## src/rtl/pipe_stall_ctrl.sv

```systemverilog
// pipe_stall_ctrl
// Pipeline sequencing controller for the 5-stage MIPS core. Merges the ID
// load-use stall request, multi-cycle EX operations (MULT/DIV) and MEM-stage
// exceptions into a per-stage stall vector, a pipeline flush and a PC
// redirect. Owns the multi-cycle countdown: EX only pulses start and waits
// for done.
//
// state   | meaning
// --------+-----------------------------------------------------------
// RUN     | normal flow; stalls only from load-use or a start pulse
// MC_BUSY | multi-cycle op in flight; counter holds remaining busy cycles
//
// Ports:
//   clk, rst_n        clock, async active-low reset
//   stallreq_id_i     ID load-use hazard (level)
//   ex_mc_start_i     EX begins a multi-cycle op (pulse)
//   ex_mc_op_i        0 = multiply, 1 = divide (valid with start)
//   excp_i            MEM-stage exception this cycle
//   excp_vec_i        handler address (valid with excp_i)
//   stall_o           [0]=PC [1]=IF/ID [2]=ID/EX [3]=EX/MEM [4]=MEM/WB [5]=0
//   flush_o           clear all pipeline registers
//   new_pc_o          redirect PC, zero unless flush_o
//   ex_mc_done_o      multi-cycle result ready (pulse)
//   ex_mc_abort_o     in-flight multi-cycle op cancelled (pulse)
//   busy_o            high while in MC_BUSY
//   stall_cnt_o       saturating count of cycles with stall_o != 0
module pipe_stall_ctrl #(
    parameter int unsigned MUL_CYCLES = 4,
    parameter int unsigned DIV_CYCLES = 32,
    parameter int unsigned CNT_W      = 6
) (
    input  logic        clk,
    input  logic        rst_n,
    input  logic        stallreq_id_i,
    input  logic        ex_mc_start_i,
    input  logic        ex_mc_op_i,
    input  logic        excp_i,
    input  logic [31:0] excp_vec_i,
    output logic [5:0]  stall_o,
    output logic        flush_o,
    output logic [31:0] new_pc_o,
    output logic        ex_mc_done_o,
    output logic        ex_mc_abort_o,
    output logic        busy_o,
    output logic [31:0] stall_cnt_o
);

    typedef enum logic {
        RUN     = 1'b0,
        MC_BUSY = 1'b1
    } state_t;

    localparam logic [5:0] STALL_NONE = 6'b000000;
    localparam logic [5:0] STALL_LU   = 6'b000111;
    localparam logic [5:0] STALL_MC   = 6'b001111;

    // The start cycle itself is the first of N stall cycles, so load N-1.
    localparam logic [CNT_W-1:0] MUL_LOAD = CNT_W'(MUL_CYCLES - 1);
    localparam logic [CNT_W-1:0] DIV_LOAD = CNT_W'(DIV_CYCLES - 1);

    state_t           state, state_nxt;
    logic [CNT_W-1:0] cnt, cnt_nxt;
    logic [31:0]      stall_cnt_q;

    always_ff @(posedge clk or negedge rst_n) begin
        if (!rst_n) begin
            state       <= RUN;
            cnt         <= '0;
            stall_cnt_q <= '0;
        end else begin
            state <= state_nxt;
            cnt   <= cnt_nxt;
            // Flush cycles never stall, so they drop out of the count here.
            if (stall_o != STALL_NONE && stall_cnt_q != 32'hFFFF_FFFF)
                stall_cnt_q <= stall_cnt_q + 32'd1;
        end
    end

    always_comb begin
        state_nxt     = state;
        cnt_nxt       = cnt;
        stall_o       = STALL_NONE;
        flush_o       = 1'b0;
        new_pc_o      = 32'd0;
        ex_mc_done_o  = 1'b0;
        ex_mc_abort_o = 1'b0;

        // Outputs stay quiet while reset is asserted, whatever the inputs do.
        if (rst_n) begin
            if (excp_i) begin
                flush_o  = 1'b1;
                new_pc_o = excp_vec_i;
                if (state == MC_BUSY)
                    ex_mc_abort_o = 1'b1;
                state_nxt = RUN;
                cnt_nxt   = '0;
            end else begin
                unique case (state)
                    RUN: begin
                        if (ex_mc_start_i) begin
                            stall_o   = STALL_MC;
                            cnt_nxt   = ex_mc_op_i ? DIV_LOAD : MUL_LOAD;
                            state_nxt = MC_BUSY;
                        end else if (stallreq_id_i) begin
                            stall_o = STALL_LU;
                        end
                    end
                    MC_BUSY: begin
                        // A load-use request is already covered by the EX stall.
                        if (cnt != '0) begin
                            stall_o = STALL_MC;
                            cnt_nxt = cnt - 1'b1;
                        end else begin
                            ex_mc_done_o = 1'b1;
                            state_nxt    = RUN;
                            stall_o      = stallreq_id_i ? STALL_LU : STALL_NONE;
                        end
                    end
                    default: begin
                        state_nxt = RUN;
                        cnt_nxt   = '0;
                    end
                endcase
            end
        end
    end

    assign busy_o      = rst_n && (state == MC_BUSY);
    assign stall_cnt_o = rst_n ? stall_cnt_q : 32'd0;

    // A start while busy is a protocol error; the FSM ignores it.
    a_no_start_while_busy: assert property (
        @(posedge clk) disable iff (!rst_n)
        !(state == MC_BUSY && ex_mc_start_i && !excp_i));

    a_done_abort_exclusive: assert property (
        @(posedge clk) disable iff (!rst_n)
        !(ex_mc_done_o && ex_mc_abort_o));

endmodule
```

## config.mk

```make
export PLATFORM = sky130hd
export DESIGN_NAME = pipe_stall_ctrl
export DESIGN_NICKNAME = d
export VERILOG_FILES = /design/src/rtl/pipe_stall_ctrl.sv
export SDC_FILE = /design/constraint.sdc
export NUM_CORES = 1
export LEC_CHECK = 0
export BUFFER_PORTS_ARGS = -buffer_cell sky130_fd_sc_hd__buf_2
export CORE_AREA = 2 2 74 76
export CTS_CLUSTER_DIAMETER = 80
export DETAILED_ROUTE_END_ITERATION = 10
export DIE_AREA = 0 0 76 78
export PLACE_DENSITY = 0.8
export SYNTH_ARGS = -nofsm -noshare
export SYNTH_HDL_FRONTEND = slang
export SYNTH_SLANG_ARGS = --single-unit
```

## constraint.sdc

```tcl
create_clock -name clk -period 6.5 [get_ports clk]
set_clock_uncertainty 0.2 [all_clocks]
set_input_delay 1.3 -clock clk [delete_from_list [all_inputs] [get_ports clk]]
set_output_delay 1.3 -clock clk [all_outputs]
set_load 0.005 [all_outputs]
```

==> run_results.csv <==
group,metric,value,unit
outcome,status,"finished, final reports clean",
sta,max_slew_margin,39.9,%
logic_synthesis,synth_warnings,0,
power,internal_power,445,uW
final_layout,areaGrowthSynthToFinish,26.3,%
logic_synthesis,synth.cell_area,0.00250,sq mm
route,drt-initial-drc-count,105,
place,place_area,0.00306,sq mm
sta,worst_pin_slew,0.901,ns
logic_synthesis,synth_most_common_cell,"dfrtp_1",
sta,fin_crit_sh,64.0,%
final_layout,fill_cells,430,
place,dp_hpwl,4.35,mm
power,pwr-share-seq,47.9,%
cts,clkLatencyLatePin,0.29,ns
worst_setup_path,cpPeakStageDelay,0.39,ns
route,ant_nets,0,
power,power_switching,183,uW
die,fp-row-count,26,
worst_setup_path,cp.arrival,2.66,ns
power,swShare,29.2,%
power,power_density,199,mW/mm^2
die,die_w,76,um
logic_synthesis,synth_edf_count,0,
worst_setup_path,cp_top_family,"buffers and inverters",
global_routing,antenna_found_initial,0,
cts,cts_tree,"built",
route,postRouteWirelength,6.01,mm
worst_hold_path,whs_endpoint,"stall_cnt_q[14]$_DFFE_PN0P_",
sta,rsz0062_at_grt,"no",
global_routing,grt_max_degree,109,
die,io_pins,112,
worst_setup_path,reg2reg_to,"stall_cnt_q[14]$_DFFE_PN0P_",
cts,clock-sinks,39,
worst_hold_path,worstHoldPathType,"flop to flop",
final_layout,final_area,0.00316,sq mm
route,avgRoutedWirePerCell,13.4,um
power,p_total,628,uW
logic_synthesis,async_flop_share,100,%
cts,cts_resized,0,
logic_synthesis,netlist-cell-type-count,42,
worst_setup_path,cp_num_buf_inv,3,
cts,cts_root_buf,"clkbuf_8",
global_routing,grt_pass1_vias,2104,
power,p_leak,0.00179,uW
power,peakVddDrop,0.132,mV
route,first_pass_iters,4,
sta,tns,0,ns
logic_synthesis,yosys.area.top_type_share,39.0,%
logic_synthesis,synth_area_leader_cell,"dfrtp_1",
cts,clockBufferDepth,2,
worst_setup_path,critPathKind,"input port to output port",
logic_synthesis,ys_seq_area_share,39.0,%
worst_setup_path,reg2reg_depth,5,
logic_synthesis,synth_area_leaders,"dfrtp_1, and3_1, and2_1",
die,dieHeight,78,um
sta,slew_violations,0,
worst_setup_path,rr_startpoint,"stall_cnt_q[9]$_DFFE_PN0P_",
worst_hold_path,min_from,"stall_cnt_q[14]$_DFFE_PN0P_",
final_layout,drive_gt1_share,33.6,%
global_routing,gr-total-overflow,0,
cts,htreeDepth,2,
route,drc,0,
worst_setup_path,reg2reg_slack,4.00,ns
die,die_area,0.00593,sq mm
die,core,0.00504,sq mm
route,routed-via-count,2349,
worst_setup_path,path_cells,"buf_2 > nand2b_1 > a211o_1 > inv_1 > buf_2",
place,gp_congestion,0.845,
logic_synthesis,synth_common_cells,"dfrtp_1, and3_1, and2_1",
place,port_buffers,109,
sta,final.min_clock_period,4.16,ns
power,power_frac_clock,31.1,%
final_layout,insertedDiodeCount,0,
cts,cts.clk_slew.worst_paths,0.08,ns
cts,cts_setup_buffers,0,
route,viasPerCell,5.24,
flow_run,maxCapViolations,0,
worst_setup_path,crit_path_top_delay_cell,"a211o_1",
logic_synthesis,ys.flop_type,"dfrtp_1",
logic_synthesis,ys_ff_latch,39,
final_layout,nNetsFinal,419,
worst_setup_path,cp_common_cell,"buf_2",
worst_setup_path,cp-start-kind,"input port",
logic_synthesis,syn_avg_cell_area,9.01,sq um
power,pwr-share-comb,21.0,%
sta,setup_viol,0,
worst_setup_path,critPathCaptureType,"output port",
worst_setup_path,path_max_fanout,36,
cts,postCtsHoldBufs,0,
cts,cts_buffers,5,
sta,max_freq,240,MHz
worst_setup_path,worstPathRequired,5.00,ns
sta,finalHoldViolCount,0,
logic_synthesis,synth_cells,278,
global_routing,grt_usage,20.5,%
global_routing,grt_pass1_wl,9.90,mm
die,floorplan.initialDensity,49.7,%
worst_hold_path,holdPathStages,1,
## cells in the final DEF, fill, tap and decap left out, drive strengths merged, types with 3 or more instances in the layout
cell type,n
a21oi,4
and2,34
and3,35
buf,110
clkbuf,5
dfrtp,39
ha,3
inv,9
nand2,22
nand2b,3
nand3,6
nand4,12
nor2,18
nor3,11
nor4,6
o21ai,7
xnor2,13
xor2,19
## cell families after synthesis
| group | share of synthesized area [%] |
|---|---|
| AOI/OAI and AO/OA | 5.90 |
| xor gates and xnor gates | 11.2 |
| adders and majority gates | 1.50 |
| buffers and inverters | 5.00 |
| DFF | 39.0 |
| muxes | 0.450 |
| other | 0.150 |
| and+or+nand+nor | 36.8 |
## routing by layer
layer / track usage (%) / up-vias / routed length, um
met5: 0 / - / 0
met4: 4.36 / 0 / 52
met3: 5.12 / 6 / 347
met2: 35.9 / 89 / 2970
met1: 25.9 / 1107 / 2640
li1: - / 1147 / -
## state kept, by name (all words and copies together), names as in the netlist
name,count
stall_cnt_q,32
cnt,6
state,1
## stage by stage
step | hold slack (ns) | utilization (%) | setup slack (ns) | instances
floorplan | 0.255 | - | 2.87 | 279
finish | 0.292 | 62.7 | 2.34 | 448
CTS | 0.294 | 62.7 | 2.36 | 448
global route | 0.304 | 62.7 | 2.24 | 448
global placement | 0.275 | 60.6 | 2.37 | 441
detailed placement | 0.281 | 60.6 | 2.37 | 441
## worst max path at each step
stage	from	to	cells after the start
after global routing	excp_i	stall_o[2]	5
final	excp_i	stall_o[0]	5
after detailed placement	excp_i	stall_o[0]	5
after CTS	excp_i	stall_o[0]	5
after floorplan	excp_i	stall_o[1]	4
after global placement	excp_i	stall_o[0]	5
## cell type report
cell class                 instances  area [sq um]  share of cell area (%)
clock buffer                       5          68.8                    2.18
sequential                        39           976                    30.9
multi-input combinational        213          1410                    44.5
clock inverter                     2          37.5                    1.19
tap                               70          87.6                    2.77
inverter                           9          33.8                    1.07
timing repair buffer             110           553                    17.5
## power by group through the flow
stage               clock network (uW)  registers (uW)  logic (uW)
finish                             195             301         132
global route                       211             305         150
CTS                                199             301         133
detailed placement                   0             306         133
global placement                     0             303         128
floorplan                            0             294        86.9
No activity file was read; power rests on OpenSTA's default activity.
